===== src/rtl/branch_resolve_queue_if.sv =====
// Handshake bundle between IF/issue, RoB commit and the branch resolve queue.
interface branch_resolve_queue_if;
    logic        push_en;
    logic [31:0] push_PC;
    logic        push_pred;
    logic [31:0] push_alt_PC;
    logic        full_out;
    logic        empty_out;
    logic        resolve_en;
    logic        resolve_taken;
    logic        update_en;
    logic [31:0] update_PC;
    logic        update_result;
    logic        flush_out;
    logic [31:0] redirect_PC_out;

    modport master (
        output push_en, push_PC, push_pred, push_alt_PC, resolve_en, resolve_taken,
        input  full_out, empty_out, update_en, update_PC, update_result, flush_out,
               redirect_PC_out
    );

    modport slave (
        input  push_en, push_PC, push_pred, push_alt_PC, resolve_en, resolve_taken,
        output full_out, empty_out, update_en, update_PC, update_result, flush_out,
               redirect_PC_out
    );
endinterface


===== src/rtl/branch_resolve_queue.sv =====
// In-order queue of predicted branches; drives predictor updates and mispredict flushes.
// Define BRQ_STATS_EN to add resolved-branch and mispredict counters.
module branch_resolve_queue #(
    parameter int unsigned DEPTH_WIDTH = 3,
    parameter int unsigned DEPTH       = 1 << DEPTH_WIDTH
) (
    input  logic                  clk_in,
    input  logic                  rst_in,
    input  logic                  rdy_in,
`ifdef BRQ_STATS_EN
    output logic [31:0]           stat_branches_out,
    output logic [31:0]           stat_mispredicts_out,
`endif
    branch_resolve_queue_if.slave brq
);

    localparam int unsigned CntW = DEPTH_WIDTH + 1;
    localparam logic [CntW-1:0] FullCount = CntW'(DEPTH);

    logic [31:0]            pc_mem   [DEPTH];
    logic [31:0]            alt_mem  [DEPTH];
    logic                   pred_mem [DEPTH];

    logic [DEPTH_WIDTH-1:0] head_q, head_d, tail_q, tail_d;
    logic [CntW-1:0]        count_q, count_d;
    logic                   update_en_q, update_en_d;
    logic [31:0]            update_pc_q, update_pc_d;
    logic                   update_result_q, update_result_d;
    logic                   flush_q, flush_d;
    logic [31:0]            redirect_q, redirect_d;

    logic full, empty, push_ok, res_ok, mispredict;

    assign full  = (count_q == FullCount);
    assign empty = (count_q == '0);

    // A mispredict empties the queue, so a same-cycle push must not land.
    assign res_ok     = rdy_in & brq.resolve_en & ~empty & ~flush_q;
    assign mispredict = res_ok & (brq.resolve_taken != pred_mem[head_q]);
    assign push_ok    = rdy_in & brq.push_en & ~full & ~flush_q & ~mispredict;

    always_comb begin
        head_d          = head_q;
        tail_d          = tail_q;
        count_d         = count_q;
        update_en_d     = 1'b0;
        update_pc_d     = update_pc_q;
        update_result_d = update_result_q;
        flush_d         = 1'b0;
        redirect_d      = redirect_q;
        if (mispredict) begin
            head_d  = '0;
            tail_d  = '0;
            count_d = '0;
        end else begin
            head_d  = head_q + DEPTH_WIDTH'(res_ok);
            tail_d  = tail_q + DEPTH_WIDTH'(push_ok);
            count_d = count_q + CntW'(push_ok) - CntW'(res_ok);
        end
        if (res_ok) begin
            update_en_d     = 1'b1;
            update_pc_d     = pc_mem[head_q];
            update_result_d = brq.resolve_taken;
        end
        if (mispredict) begin
            flush_d    = 1'b1;
            redirect_d = alt_mem[head_q];
        end
    end

    always_ff @(posedge clk_in or negedge rst_in) begin
        if (!rst_in) begin
            head_q          <= '0;
            tail_q          <= '0;
            count_q         <= '0;
            update_en_q     <= 1'b0;
            update_pc_q     <= '0;
            update_result_q <= 1'b0;
            flush_q         <= 1'b0;
            redirect_q      <= '0;
        end else begin
            head_q          <= head_d;
            tail_q          <= tail_d;
            count_q         <= count_d;
            update_en_q     <= update_en_d;
            update_pc_q     <= update_pc_d;
            update_result_q <= update_result_d;
            flush_q         <= flush_d;
            redirect_q      <= redirect_d;
        end
    end

    // Entry storage needs no reset: validity is tracked by the pointers.
    always_ff @(posedge clk_in) begin
        if (push_ok) begin
            pc_mem[tail_q]   <= brq.push_PC;
            alt_mem[tail_q]  <= brq.push_alt_PC;
            pred_mem[tail_q] <= brq.push_pred;
        end
    end

    assign brq.full_out        = full;
    assign brq.empty_out       = empty;
    assign brq.update_en       = update_en_q;
    assign brq.update_PC       = update_pc_q;
    assign brq.update_result   = update_result_q;
    assign brq.flush_out       = flush_q;
    assign brq.redirect_PC_out = redirect_q;

`ifdef BRQ_STATS_EN
    logic [31:0] stat_branches_q, stat_mispredicts_q;

    always_ff @(posedge clk_in or negedge rst_in) begin
        if (!rst_in) begin
            stat_branches_q    <= '0;
            stat_mispredicts_q <= '0;
        end else begin
            if (res_ok)     stat_branches_q    <= stat_branches_q + 32'd1;
            if (mispredict) stat_mispredicts_q <= stat_mispredicts_q + 32'd1;
        end
    end

    assign stat_branches_out    = stat_branches_q;
    assign stat_mispredicts_out = stat_mispredicts_q;
`endif

endmodule


===== src/flat_wrapper.sv =====
// flat-port wrapper written by rule: the top's interface ports become plain ports
module branch_resolve_queue_flat 
#(
    parameter int unsigned DEPTH_WIDTH = 3,
    parameter int unsigned DEPTH       = 1 << DEPTH_WIDTH
)
  (clk_in, rst_in, rdy_in, brq_push_en, brq_push_PC, brq_push_pred, brq_push_alt_PC, brq_resolve_en, brq_resolve_taken, brq_full_out, brq_empty_out, brq_update_en, brq_update_PC, brq_update_result, brq_flush_out, brq_redirect_PC_out);
  branch_resolve_queue_if brq_i ();
  input  logic clk_in;
  input  logic rst_in;
  input  logic rdy_in;
  input wire logic [$bits(brq_i.push_en)-1:0] brq_push_en;
  input wire logic [$bits(brq_i.push_PC)-1:0] brq_push_PC;
  input wire logic [$bits(brq_i.push_pred)-1:0] brq_push_pred;
  input wire logic [$bits(brq_i.push_alt_PC)-1:0] brq_push_alt_PC;
  input wire logic [$bits(brq_i.resolve_en)-1:0] brq_resolve_en;
  input wire logic [$bits(brq_i.resolve_taken)-1:0] brq_resolve_taken;
  output wire logic [$bits(brq_i.full_out)-1:0] brq_full_out;
  output wire logic [$bits(brq_i.empty_out)-1:0] brq_empty_out;
  output wire logic [$bits(brq_i.update_en)-1:0] brq_update_en;
  output wire logic [$bits(brq_i.update_PC)-1:0] brq_update_PC;
  output wire logic [$bits(brq_i.update_result)-1:0] brq_update_result;
  output wire logic [$bits(brq_i.flush_out)-1:0] brq_flush_out;
  output wire logic [$bits(brq_i.redirect_PC_out)-1:0] brq_redirect_PC_out;
  assign brq_i.push_en = brq_push_en;
  assign brq_i.push_PC = brq_push_PC;
  assign brq_i.push_pred = brq_push_pred;
  assign brq_i.push_alt_PC = brq_push_alt_PC;
  assign brq_i.resolve_en = brq_resolve_en;
  assign brq_i.resolve_taken = brq_resolve_taken;
  assign brq_full_out = brq_i.full_out;
  assign brq_empty_out = brq_i.empty_out;
  assign brq_update_en = brq_i.update_en;
  assign brq_update_PC = brq_i.update_PC;
  assign brq_update_result = brq_i.update_result;
  assign brq_flush_out = brq_i.flush_out;
  assign brq_redirect_PC_out = brq_i.redirect_PC_out;
  branch_resolve_queue #(.DEPTH_WIDTH(DEPTH_WIDTH), .DEPTH(DEPTH)) u_core (.clk_in(clk_in), .rst_in(rst_in), .rdy_in(rdy_in), .brq(brq_i));
endmodule

===== config.mk =====
export PLATFORM = sky130hd
export DESIGN_NAME = branch_resolve_queue_flat
export DESIGN_NICKNAME = d
export VERILOG_FILES = /design/src/rtl/branch_resolve_queue_if.sv /design/src/rtl/branch_resolve_queue.sv /design/src/flat_wrapper.sv
export SDC_FILE = /design/constraint.sdc
export NUM_CORES = 1
export LEC_CHECK = 0
export BUFFER_PORTS_ARGS = -buffer_cell sky130_fd_sc_hd__buf_2
export CAP_MARGIN = 20
export CORE_AREA = 2 2 227 229
export CTS_CLUSTER_SIZE = 28
export DETAILED_ROUTE_END_ITERATION = 10
export DIE_AREA = 0 0 229 231
export PLACE_DENSITY = 0.62
export SLEW_MARGIN = 20
export SYNTH_ARGS = -nofsm -noshare
export SYNTH_HDL_FRONTEND = slang
export SYNTH_SLANG_ARGS = --single-unit

===== constraint.sdc =====
create_clock -name clk_in -period 10.25 [get_ports clk_in]
set_input_delay 2.05 -clock clk_in [delete_from_list [all_inputs] [get_ports clk_in]]
set_output_delay 2.05 -clock clk_in [all_outputs]
set_load 0.01 [all_outputs]

After elaboration in Yosys (flattened, before gate mapping)
Memory sizes are Yosys's and may differ from the RTL's. A register that Yosys moved wholly into a read port is not among the register bits.
Index checks and enable logic that the tools add are counted.
{"block": "word_totals", "register_bits": 13, "latchBits": 0, "ramBits": 520, "mem_bits_ro": 0, "in_bits": 71, "output_inout_bits": 69, "n_memories": 3}
{"block": "classes", "add_sub_neg": 4, "mul": 0, "div": 0, "n_lt_le_gt_ge": 0, "n_eq_ne": 2, "shift": 0, "muxes": 7, "bitwise": 12, "n_reduce_logical": 3}
{"memory": "u_core.alt_mem", "depth": 8, "width": 32, "rd": 1, "rd_ports_with_merged_regs": 1, "wr": 1, "line_no": "branch_resolve_queue.sv:21", "rtl": "logic [31:0] alt_mem [DEPTH];"}
{"memory": "u_core.pc_mem", "depth": 8, "width": 32, "rd": 1, "rd_ports_with_merged_regs": 1, "wr": 1, "line_no": "branch_resolve_queue.sv:20", "rtl": "logic [31:0] pc_mem [DEPTH];"}
{"memory": "u_core.pred_mem", "depth": 8, "width": 1, "rd": 1, "rd_ports_with_merged_regs": 0, "wr": 1, "line_no": "branch_resolve_queue.sv:22", "rtl": "logic pred_mem [DEPTH];"}
{"operator": "1-bit AND", "n": 8}
{"operator": "3-bit by 1-bit adder with 3-bit output", "n": 2}
{"operator": "3-bit two-way mux", "n": 2}
{"operator": "4-bit by 1-bit adder with 4-bit output", "n": 1}
{"operator": "4-bit == test (second input constant)", "n": 1}
{"operator": "4-bit logical NOT", "n": 1}
{"operator": "1-bit two-way mux", "n": 4}
{"operator": "4-bit two-way mux", "n": 1}
{"operator": "1-bit inverter", "n": 4}
{"operator": "4-bit by 1-bit subtractor with 4-bit output", "n": 1}
{"operator": "1-bit logical NOT", "n": 2}
{"operator": "1-bit inequality test", "n": 1}

Logic depth before layout (Yosys ltp)
Gate-level depths: netlist of run 1.
{"block": "logic_depth", "ltp_word": 10, "depth_mapped": 13, "ltp_nobuf": 12}

Worst setup path before layout of run 1
OpenSTA, ideal clock, no wires.
{"block": "synth_path", "path_kind": "input-to-reg", "start": "in brq_push_en", "end": "mem u_core.alt_mem[3][0], enable pin", "setup_time_ps": 671, "t_arrival_ps": 9431, "t_required_ps": 9579, "path_slack_ps": 148, "path_stages": 3, "n_path_buf": 1, "cell_sequence": "or4bb_1 -> buf_1 -> nor4b_1"}
{"block": "synth_between", "elab_chain_cells": 6}
{"item": "from (decl)", "line_no": "flat_wrapper.sv:12", "rtl": "input wire logic [$bits(brq_i.push_en)-1:0] brq_push_en;"}
{"item": "1-bit AND (4 in series)", "line_no": "branch_resolve_queue.sv:40", "rtl": "assign push_ok = rdy_in & brq.push_en & ~full & ~flush_q & ~mispredict;"}
{"item": "1-bit two-way mux", "line_no": "branch_resolve_queue.sv:95", "rtl": "if (push_ok) begin"}
{"item": "1-bit two-way mux (not written as such)", "line_no": "branch_resolve_queue.sv:97", "rtl": "alt_mem[tail_q] <= brq.push_alt_PC;"}
{"item": "to (decl)", "line_no": "branch_resolve_queue.sv:21"}
No other way between the ends.

Worst setup path in the final report of run 1
{"block": "layout_path", "start": "reg u_core.head_q[0]", "end": "mem u_core.pc_mem[3][20], enable pin"}
{"block": "layout_between", "elab_chain_cells": 7}
{"item": "from (decl)", "line_no": "branch_resolve_queue.sv:24", "rtl": "logic [DEPTH_WIDTH-1:0] head_q, head_d, tail_q, tail_d;"}
{"item": "from (signal assigned)", "line_no": "branch_resolve_queue.sv:73", "rtl": "head_q <= '0;"}
{"item": "from (signal assigned)", "line_no": "branch_resolve_queue.sv:82", "rtl": "head_q <= head_d;"}
{"item": "memory read 8 x 1 bit"}
{"item": "1-bit inequality test", "line_no": "branch_resolve_queue.sv:39", "rtl": "assign mispredict = res_ok & (brq.resolve_taken != pred_mem[head_q]);"}
{"item": "1-bit AND", "line_no": "branch_resolve_queue.sv:39"}
{"item": "1-bit inverter", "line_no": "branch_resolve_queue.sv:40"}
{"item": "1-bit AND", "line_no": "branch_resolve_queue.sv:40"}
{"item": "1-bit two-way mux", "line_no": "branch_resolve_queue.sv:95"}
{"item": "1-bit two-way mux (not written as such)", "line_no": "branch_resolve_queue.sv:96", "rtl": "pc_mem[tail_q] <= brq.push_PC;"}
{"item": "to (decl)", "line_no": "branch_resolve_queue.sv:20"}
No other way between the ends.

==> reports/results.txt, run 1 <==
Post-Syn Area: 22500 µm²
Synth Register Bits: 597
design area: 26100 µm²
area share of the largest cell type after synthesis: 0.694
ys async rst share: 0.129
Slowest Stage Delay on Critical Path: 0.98 ns
Root Driver: clkbuf_16
Max Cap Violations: 0
final worst slack: 5.48 ns
largest net degree at the start of global routing: 70
Mapped Avg Cell Area: 22.5 µm²
core area: 50700 µm²
LEAKAGE: 8.66 nW
post-CTS setup buffer count: 0
Worst Path Class, Setup: reg -> reg
I/O pins: 140
Clk Latency, worst-skew pair: 0.60 ns
Crit path arrival time: 4.99 ns
area growth from synthesis to layout: 15.9%
DRT antenna net count: 0
count leader, synth: edfxtp_1
Compound-Gate Fraction of Synth Area: 0.00790
Syn Nets: 1078
f_max: 210 MHz
CP endpoint kind: flip-flop
H-tree levels: 2
Worst Tran Pin Value: 1.07 ns
clock skew: 0.0120 ns
mux share of post-synthesis cell area: 0.178
Setup TNS: 0 ns
Synth area leader: edfxtp_1
IO buf count: 139
WL/cell: 22.4 µm
final WL: 42500 µm
maximum vdd drop: 0.134 mV
most frequent CP cell: buf_4
top cells by area, synth: edfxtp_1 (69%), mux4_2 (13%), dfrtp_1 (8.6%), mux2_2 (3.1%), mux2i_1 (1.6%)
initial antenna violation count: 6
initial drt markers: 641
DR pass1 iterations: 5
Post-synth EDFFs: 520
routed vias/inst: 5.27
Synth Area in Adders: 0.00534
final hold vios: 0
pwr/cell area: 264 nW/µm²
FILL cells: 4036
row count: 83
Netlist cell types: 34
Seq/Total Area, Yosys: 0.780
initial core utilization: 0.444
gr usage total: 0.164
Yosys warnings: 0
max_slew headroom: 0.284
number of global-route vias before repair: 10.4k
global-route wire length before repair: 64800 µm
die width: 229 µm
XOR/XNOR Fraction of Synth Area: 0.00195
total CTS buffers: 58
placed cell area: 24000 µm²
Post-synth top cells: edfxtp_1 (520), mux4_2 (129), dfrtp_1 (77)
Die ar.: 52900 µm²
Post-Syn Instances: 998
period utilization: 0.465
CTS tree: done
ys flop type: edfxtp_1
share of cells above drive strength 1: 0.372
CTS Sinks: 597
DRC Markers: 0
outcome: complete, no violations
Final Max Slew Viols: 0
nets@finish: 1247
Die Y: 231 µm
main combinational cell family by area after synthesis: multiplexers
post-cts gate resize count: 0
Hold-fix buffers, CTS: 0
CP max stage cell: dfrtp_4
global placement routability congestion: 0.695
clock slew at reported path FFs: 0.06 ns
Tmin final: 4.77 ns
Max clock buf depth: 3
Final setup viols: 0
post-layout util: 0.514
CP Data Required Time: 10.47 ns
total gr overflow: 0
Hold WC Path Type: reg -> reg
crit path max fanout: 65
cells along the critical path: buf_6 -> mux2i_1 -> mux4_2 -> mux2i_4 -> buf_4 -> nor4b_2 -> buf_4
buffers plus inverters on the worst setup path: 3
area share of and/or/nand/nor cells after synthesis: 0.0151
CP top delay family: buffers and inverters
startpoint types: flip-flop
RSZ-0062 raised after global routing: no
via count: 10.0k
DP Worst Slack: 5.07 ns
post-DP HPWL: 23100 µm
## power by group
| group | internal (mW) | total, mW | switching (mW) |
|---|---|---|---|
| Sequential | 2.93 | 3.13 | 0.204 |
| Clock | 1.38 | 2.26 | 0.877 |
| Combinational | 0.790 | 1.50 | 0.714 |
## state kept, by name (all words and copies together), names as in the netlist, 3 cells and up
register	flops
u_core.alt_mem	256
u_core.pc_mem	256
u_core.brq.update_PC	32
u_core.head_q	3
u_core.tail_q	3
u_core.brq.redirect_PC_out	32
u_core.count_q	4
u_core.pred_mem	8
## stage by stage
step           power [mW]  hold slack, ns  cells
3_5_place_dp         4.72           0.479   1787
6_report             6.89           0.488   1899
5_1_grt              7.23           0.510   1897
4_1_cts              7.01           0.497   1897
2_1_floorplan        4.25           0.529    998
3_3_place_gp         4.70           0.469   1787
## final cells by class
cell class	count	area, µm²	share of cell area
sequential	597	17600	0.673
multi-input combinational	348	4750	0.182
clock buffer	75	1610	0.0617
tap	680	851	0.0326
timing repair buffer	158	845	0.0324
clock inverter	35	449	0.0172
inverter	4	15.0	0.000576
antenna	2	5.00	0.000192
## final timing paths
| kind | startpoint | to | slack [ns] | depth (start not counted) |
|---|---|---|---|---|
| worst max-delay path | u_core.head_q[0] | u_core.pc_mem[3][20] | 5.48 | 7 |
| worst min-delay path | u_core.brq.redirect_PC_out[3] | u_core.brq.redirect_PC_out[3] | 0.49 | 1 |
| worst max register to register | u_core.head_q[0] | u_core.pc_mem[3][20] | 5.48 | 7 |
| worst min register to register | u_core.brq.redirect_PC_out[3] | u_core.brq.redirect_PC_out[3] | 0.49 | 1 |
| max in group asynchronous | rst_in | u_core.head_q[0] | 7.77 | 2 |
| min in group asynchronous | rst_in | u_core.brq.redirect_PC_out[3] | 1.38 | 1 |
## placed cells by master, fill, tap and decap left out, types with 2 or more instances in the layout
| cell | netlist | routed |
|---|---|---|
| edfxtp_1 | 520 | 520 |
| buf_2 | 18 | 138 |
| mux4_2 | 129 | 129 |
| dfrtp_1 | 77 | 74 |
| mux2_2 | 61 | 61 |
| clkbuf_16 | 0 | 61 |
| nor2_1 | 40 | 39 |
| mux2i_1 | 36 | 36 |
| a21oi_1 | 33 | 33 |
| buf_4 | 3 | 19 |
| clkinv_2 | 0 | 13 |
| clkbuf_1 | 20 | 11 |
| bufinv_16 | 0 | 11 |
| ha_1 | 8 | 8 |
| clkinv_1 | 0 | 8 |
| nor2b_1 | 5 | 5 |
| xnor2_1 | 5 | 5 |
| nand2_1 | 5 | 5 |
| inv_1 | 4 | 4 |
| nor4b_2 | 0 | 4 |
| nor4_2 | 0 | 3 |
| mux2_1 | 3 | 3 |
| clkbuf_8 | 0 | 3 |
| dfrtp_4 | 0 | 3 |
| diode_2 | 0 | 2 |
| or3_1 | 2 | 2 |
| nand2b_1 | 2 | 2 |
| clkinvlp_4 | 0 | 2 |
## cells by family (layout without fill, tap and decap cells)
kind of cell,count (synthesis),after routing
AO/OA/AOI/OAI,35,35
XOR/XNOR,5,5
adder cells (fa/ha/maj),9,9
buffers and inverters,53,272
flip-flops,597,597
multiplexers,230,230
other,0,2
AND/OR/NAND/NOR,69,69
## layer usage
layer | vias to the layer above | GRT usage | wire length [µm]
met3 | 70 | 0.0351 | 2390
li1 | 4455 | - | -
met5 | - | 0 | 40
met4 | 6 | 0.0491 | 844
met2 | 227 | 0.255 | 19900
met1 | 5243 | 0.236 | 19400
No activity file was read; power rests on OpenSTA's default activity.
==> run 2: changes to the inputs <==
--- a/config.mk
+++ b/config.mk
@@ -5,12 +5,13 @@
 export SDC_FILE = /design/constraint.sdc
 export NUM_CORES = 1
 export LEC_CHECK = 0
+export ABC_AREA = 1
 export BUFFER_PORTS_ARGS = -buffer_cell sky130_fd_sc_hd__buf_2
 export CAP_MARGIN = 20
-export CORE_AREA = 2 2 227 229
+export CORE_AREA = 2 2 232 234
 export CTS_CLUSTER_SIZE = 28
 export DETAILED_ROUTE_END_ITERATION = 10
-export DIE_AREA = 0 0 229 231
+export DIE_AREA = 0 0 234 236
 export PLACE_DENSITY = 0.62
 export SLEW_MARGIN = 20
 export SYNTH_ARGS = -nofsm -noshare
==> constraint.sdc (replaced) <==
create_clock -name clk_in -period 4.9 [get_ports clk_in]
set_input_delay 0.98 -clock clk_in [delete_from_list [all_inputs] [get_ports clk_in]]
set_output_delay 0.98 -clock clk_in [all_outputs]
set_load 0.01 [all_outputs]
==> run 2 against run 1 <==
Sequential share of layout area decreased by 1.9 points. Fmax rose by 35%. Synthesized area up 4.6%. Flip-flop and latch count did not move. Final area rose by 2.8%. Synthesized cell count up 90%. Clock power is 95% higher. Total power increased by 120%. Critical endpoint is now u_core.brq.redirect_PC_out[14]. Highest routed layer unchanged.
==> reports/results.txt, run 2 <==
largest net degree at the start of global routing: 115 (+64%)
Final setup viols: 0 (unchanged)
period utilization: 0.720 (+0.254)
startpoint types: flip-flop
Syn Nets: 1974 (+83%)
row count: 85 (+2.4%)
area share of the largest cell type after synthesis: 0.664 (-0.0306)
Yosys warnings: 0 (unchanged)
I/O pins: 140 (unchanged)
Top Registers: u_core.alt_mem: 256 flops, u_core.pc_mem: 256 flops
most frequent cells in the layout: edfxtp_1 (520), nand2_1 (425), nor2_1 (244)
H-tree levels: 2 (unchanged)
Setup TNS: 0 ns (unchanged)
nets@finish: 2087 (+67%)
Worst Tran Pin Value: 1.10 ns (+0.0283 ns)
IO buf count: 139 (unchanged)
clock slew at reported path FFs: 0.06 ns (about the same)
crit path max fanout: 101 (+55%)
share of cells above drive strength 1: 0.133 (-0.240)
CP Data Required Time: 5.46 ns (-5.01 ns)
Post-Syn Instances: 1894 (+90%)
WL/cell: 20.7 µm (-7.5%)
Min Hold Slack: 0.472 ns (-0.0157 ns)
placed cell count: 2641 (+48%)
Synth Register Bits: 597 (unchanged)
final hold vios: 0 (unchanged)
post-DP HPWL: 29300 µm (+27%)
Die ar.: 55200 µm² (+4.4%)
met1 Usage GRT: 0.286 (+0.0500)
Post-synth EDFFs: 520 (unchanged)
Hold WC Path Type: reg -> reg
CP endpoint kind: flip-flop
DR pass1 iterations: 6 (+1)
max_slew headroom: 0.265 (-0.0189)
Worst Path Class, Setup: reg -> reg
design area: 26800 µm² (+2.8%)
number of global-route vias before repair: 14.7k (+42%)
total gr overflow: 0 (unchanged)
Logic pwr share: 0.287 (+0.069)
via count: 14.9k (+49%)
Seq/Total Area, Yosys: 0.746 (-0.0343)
most common cell after layout, fill and taps aside: edfxtp_1
Flop pwr share: 0.423 (-0.031)
DP Worst Slack: 1.42 ns (-3.65 ns)
worst hold stages: 2 (+1)
ys flop type: edfxtp_1
Clk network pwr share: 0.289 (-0.038)
total CTS buffers: 60 (+3.4%)
switch share: 0.346 (+0.0855)
final WL: 57100 µm (+34%)
pwr/cell area: 568 nW/µm² (+110%)
DRC Markers: 0 (unchanged)
count of non-filler cells in the finished layout: 2758 (+45%)
Max clock buf depth: 3 (unchanged)
Post-Syn Area: 23500 µm² (+4.6%)
outcome: complete, no violations
ys async rst share: 0.129 (unchanged)
post-cts gate resize count: 0 (unchanged)
post-layout util: 0.505 (-0.00939)
placed cell area: 24900 µm² (+3.7%)
gr usage total: 0.208 (+0.0436)
initial drt markers: 1381 (+120%)
Crit path arrival time: 4.08 ns (-0.91 ns)
core area: 53100 µm² (+4.7%)
LEAKAGE: 10.1 nW (+17%)
f_max: 284 MHz (+35%)
DRT antenna net count: 0 (unchanged)
gr busiest metal: met2
routed vias/inst: 5.40 (+2.5%)
Synth area leader: edfxtp_1
maximum vdd drop: 0.336 mV (+150%)
CTS tree: done
Root Driver: clkbuf_16
Final Max Slew Viols: 0 (unchanged)
global-route wire length before repair: 87100 µm (+34%)
initial antenna violation count: 11 (+5)
initial core utilization: 0.443 (-0.000477)
count leader, synth: edfxtp_1
Tmin final: 3.53 ns (-1.24 ns)
Die Y: 236 µm (+2.2%)
met3 usage: 0.0415 (+0.00639)
Internal: 9.96 mW (+95%)
area growth from synthesis to layout: 13.9%
global placement routability congestion: 0.747 (+7.4%)
NetSw: 5.26 mW (+190%)
R2R cell count: 11 (+4)
Hold-fix buffers, CTS: 0 (unchanged)
Post-synth top cells: edfxtp_1 (520), nand2_1 (425), nor2_1 (252)
Pwr Total: 15.2 mW (+120%)
Netlist cell types: 27 (-21%)
Clk Latency, worst-skew pair: 0.62 ns (+0.02 ns)
post-CTS setup buffer count: 0 (unchanged)
met2 usage: 0.335 (+0.0800)
CTS Sinks: 597 (unchanged)
RSZ-0062 raised after global routing: no
final worst slack: 1.37 ns (-4.11 ns)
Max Cap Violations: 0 (unchanged)
Mapped Avg Cell Area: 12.4 µm² (-45%)
top cells by area, synth: edfxtp_1 (66%), dfrtp_1 (8.2%), nand2_1 (6.8%), o21ai_0 (4.3%), nor2_1 (4.0%)
clock skew: 0.0274 ns (+0.0154 ns)
die width: 234 µm (+2.2%)
==> run 2: cell type report <==
cell class | instances | area, µm²
clock inverter | 15 | 140
sequential | 597 | 17500
fill | 4541 | 26300
antenna | 4 | 10.0
multi-input combinational | 1100 | 5210
tap | 696 | 871
timing repair buffer | 170 | 972
inverter | 78 | 300
clock buffer | 98 | 1760
==> run 2: kinds of logic (layout without fill, tap and decap cells) <==
| kind of cell | count (synthesis) | in the layout | share of synthesized area |
|---|---|---|---|
| simple gates | 765 | 765 | 0.129 |
| fa+ha+maj | 9 | 9 | 0.00510 |
| xor+xnor | 4 | 4 | 0.00149 |
| compound gates | 322 | 322 | 0.0825 |
| flops | 597 | 597 | 0.746 |
| buf+inv | 197 | 361 | 0.0359 |
| other cells | 0 | 4 | 0 |
==> run 2: worst paths after layout <==
| path | from | endpoint | slack, ns |
|---|---|---|---|
| worst max-delay path | u_core.head_q[0] | u_core.brq.redirect_PC_out[14] | 1.37 |
| worst min-delay path | u_core.brq.redirect_PC_out[15] | u_core.brq.redirect_PC_out[15] | 0.47 |
| worst max register to register | u_core.head_q[0] | u_core.brq.redirect_PC_out[14] | 1.37 |
| worst min register to register | u_core.brq.redirect_PC_out[15] | u_core.brq.redirect_PC_out[15] | 0.47 |
| max in group asynchronous | rst_in | u_core.brq.update_PC[24] | 3.40 |
| min in group asynchronous | rst_in | u_core.brq.redirect_PC_out[10] | 0.49 |
==> run 2: layer usage <==
| layer | vias up | share of wire | wire (µm) |
|---|---|---|---|
| met2 | 444 | 0.48 | 27400 |
| met3 | 108 | 0.062 | 3530 |
| li1 | 6921 | - | - |
| met5 | - | 0.0017 | 97 |
| met4 | 14 | 0.024 | 1400 |
| met1 | 7406 | 0.43 | 24700 |
==> run 2: critical path, cell delays in order (launching register included) <==
cell and delay (ns):
dfrtp_4 0.63, inv_6 0.24, buf_4 0.77, buf_4 0.94
nand2_1 0.13, nand2_1 0.11, nand2_1 0.06, o21ai_1 0.11
nand2_1 0.07, nand2_1 0.09, nand4_1 0.08, nand2_1 0.10
==> run 2: power by group through the flow <==
stage / logic [mW] / clock network [mW] / registers, mW
4_1_cts: 4.41 / 4.49 / 6.45
5_1_grt: 4.92 / 4.68 / 6.50
3_5_place_dp: 4.40 / 0 / 6.55
6_report: 4.37 / 4.41 / 6.45
3_3_place_gp: 4.31 / 0 / 6.53
2_1_floorplan: 2.97 / 0 / 6.54
==> run 3: changes to the inputs <==
==> constraint.sdc (replaced) <==
create_clock -name clk_in -period 3.6 [get_ports clk_in]
set_input_delay 0.72 -clock clk_in [delete_from_list [all_inputs] [get_ports clk_in]]
set_output_delay 0.72 -clock clk_in [all_outputs]
set_load 0.01 [all_outputs]
==> run 3 against run 2 <==
Fmax increased by 21%. Final cell count increased by 0.25%. Total power increased by 37%. Largest power group unchanged.
==> reports/results.txt, run 3 (synthesis results as in run 2) <==
outcome: complete, no violations
Final setup viols: 0 (unchanged)
Max clock buf depth: 3 (unchanged)
DR pass1 iterations: 7 (+1)
Logic pwr share: 0.291 (+0.004)
Worst Path Class, Setup: reg -> reg
post-DP HPWL: 28800 µm (-1.9%)
NetSw: 7.20 mW (+37%)
RSZ-0062 raised after global routing: no
Clk Latency, worst-skew pair: 0.62 ns (about the same)
post-CTS setup buffer count: 0 (unchanged)
startpoint types: flip-flop
post-cts gate resize count: 0 (unchanged)
Final Max Slew Viols: 0 (unchanged)
CTS tree: done
cells along the critical path: inv_6 -> buf_4 -> buf_4 -> nand2_1 -> nand2_1 -> nand2_1 -> o21ai_1 -> nand2_1 -> nand2_1 -> nand4_1 -> nand2_1
area growth from synthesis to layout: 14.4%
pwr/cell area: 773 nW/µm² (+36%)
design area: 26900 µm² (+0.41%)
Crit path arrival time: 3.46 ns (-0.62 ns)
maximum vdd drop: 0.403 mV (+20%)
Slowest Stage Delay on Critical Path: 0.66 ns (-0.28 ns)
nets@finish: 2095 (+0.38%)
period utilization: 0.811 (+0.0910)
clock slew at reported path FFs: 0.06 ns (about the same)
placed cell count: 2650 (+0.34%)
final WL: 56600 µm (-0.85%)
initial antenna violation count: 11 (unchanged)
Worst Tran Pin Value: 1.05 ns (-0.0551 ns)
worst reg2reg path startpoint: u_core.head_q[0]
Tmin final: 2.92 ns (-0.608 ns)
I/O pins: 140 (unchanged)
WL/cell: 20.5 µm (-1.1%)
count of non-filler cells in the finished layout: 2765 (+0.25%)
max_slew headroom: 0.302 (+0.0367)
LEAKAGE: 10.2 nW (+0.63%)
CTS Sinks: 597 (unchanged)
Hold-fix buffers, CTS: 0 (unchanged)
most common cell after layout, fill and taps aside: edfxtp_1
FILL cells: 4518 (-0.51%)
Hold WC Path Type: in -> async
CP endpoint kind: flip-flop
CP max stage cell: buf_4
via count: 14.8k (-0.36%)
die width: 234 µm (unchanged)
Die Y: 236 µm (unchanged)
total CTS buffers: 59 (-1.7%)
share of cells above drive strength 1: 0.138 (+0.00529)
area of the multi-input gates: 5210 µm² (unchanged)
Internal: 13.6 mW (+37%)
largest net degree at the start of global routing: 98 (-15%)
DP Worst Slack: 0.639 ns (-0.776 ns)
f_max: 343 MHz (+21%)
placed cell area: 25000 µm² (+0.37%)
DRC Markers: 0 (unchanged)
DRT antenna net count: 0 (unchanged)
core area: 53100 µm² (unchanged)
R2R cell count: 11 (unchanged)
number of global-route vias before repair: 14.6k (-1.1%)
row count: 85 (unchanged)
IO buf count: 139 (unchanged)
reg-to-reg slack, setup: 0.68 ns (-0.69 ns)
final worst slack: 0.682 ns (-0.692 ns)
global-route wire length before repair: 86300 µm (-0.93%)
most frequent CP cell: nand2_1
end of the worst register-to-register path: u_core.brq.redirect_PC_out[4]
final hold vios: 0 (unchanged)
switch share: 0.346 (+0.000437)
Pwr Total: 20.8 mW (+37%)
Clk network pwr share: 0.291 (+0.002)
CP Data Required Time: 4.15 ns (-1.31 ns)
Root Driver: clkbuf_16
most frequent cells in the layout: edfxtp_1 (520), nand2_1 (425), nor2_1 (244)
clock skew: 0.0105 ns (-0.0169 ns)
Min Hold Slack: 0.210 ns (-0.262 ns)
routed vias/inst: 5.37 (-0.61%)
H-tree levels: 2 (unchanged)
initial core utilization: 0.443 (unchanged)
Die ar.: 55200 µm² (unchanged)
global placement routability congestion: 0.742 (-0.70%)
Max Cap Violations: 0 (unchanged)
crit path max fanout: 65 (-36%)
gr usage total: 0.206 (-0.00198)
Top Registers: u_core.alt_mem: 256 flops, u_core.pc_mem: 256 flops
Reg area: 17500 µm² (unchanged)
total gr overflow: 0 (unchanged)
Flop pwr share: 0.418 (-0.005)
initial drt markers: 1247 (-9.7%)
-- run 3: per-layer routing --
| metal | share of wire | GRT usage | vias to the layer above |
|---|---|---|---|
| li1 | - | - | 6952 |
| met5 | 0.0016 | 0 | - |
| met4 | 0.019 | 0.0539 | 14 |
| met3 | 0.065 | 0.0411 | 98 |
| met2 | 0.48 | 0.338 | 444 |
| met1 | 0.43 | 0.280 | 7332 |
-- run 3: critical path, delay by kind of cell, from the launching register on --
| family | cells | cell delay, ns |
|---|---|---|
| AND/OR/NAND/NOR | 7 | 0.62 |
| buffers and inverters | 3 | 1.53 |
| AO/OA/AOI/OAI | 1 | 0.11 |
| flip-flops | 1 | 0.52 |
-- run 3: worst max-delay path by stage --
stage,startpoint,end,slack [ns],cells after the start
finish,u_core.head_q[0],u_core.brq.redirect_PC_out[4],0.68,11
global placement,rdy_in,u_core.count_q[1],0.70,10
detailed placement,rdy_in,u_core.count_q[1],0.64,10
global route,u_core.head_q[0],u_core.brq.redirect_PC_out[27],0.41,9
CTS,u_core.head_q[0],u_core.brq.redirect_PC_out[4],0.68,11
floorplan,u_core.head_q[0],u_core.alt_mem[0][0],-0.81,8
-- run 3: area by class of cell --
cell class,instances,share of cell area
clock buffer,88,0.0615
multi-input combinational,1100,0.193
timing repair buffer,179,0.0394
inverter,78,0.0112
clock inverter,24,0.00981
sequential,597,0.652
antenna,3,0.000279
tap,696,0.0324
-- run 3: per-stage QoR --
step / TNS, ns / util
2_1_floorplan: -421.00 / -
3_3_place_gp: 0 / 0.471
3_5_place_dp: 0 / 0.471
4_1_cts: 0 / 0.507
5_1_grt: 0 / 0.507
6_report: 0 / 0.507
-- run 3: power by group through the flow --
stage          combinational, mW  clock, mW  sequential (mW)
2_1_floorplan               4.04          0             8.91
3_3_place_gp                5.97          0             8.82
3_5_place_dp                6.08          0             8.84
4_1_cts                     6.10       6.17             8.71
5_1_grt                     6.82       6.44             8.77
6_report                    6.06       6.05             8.70
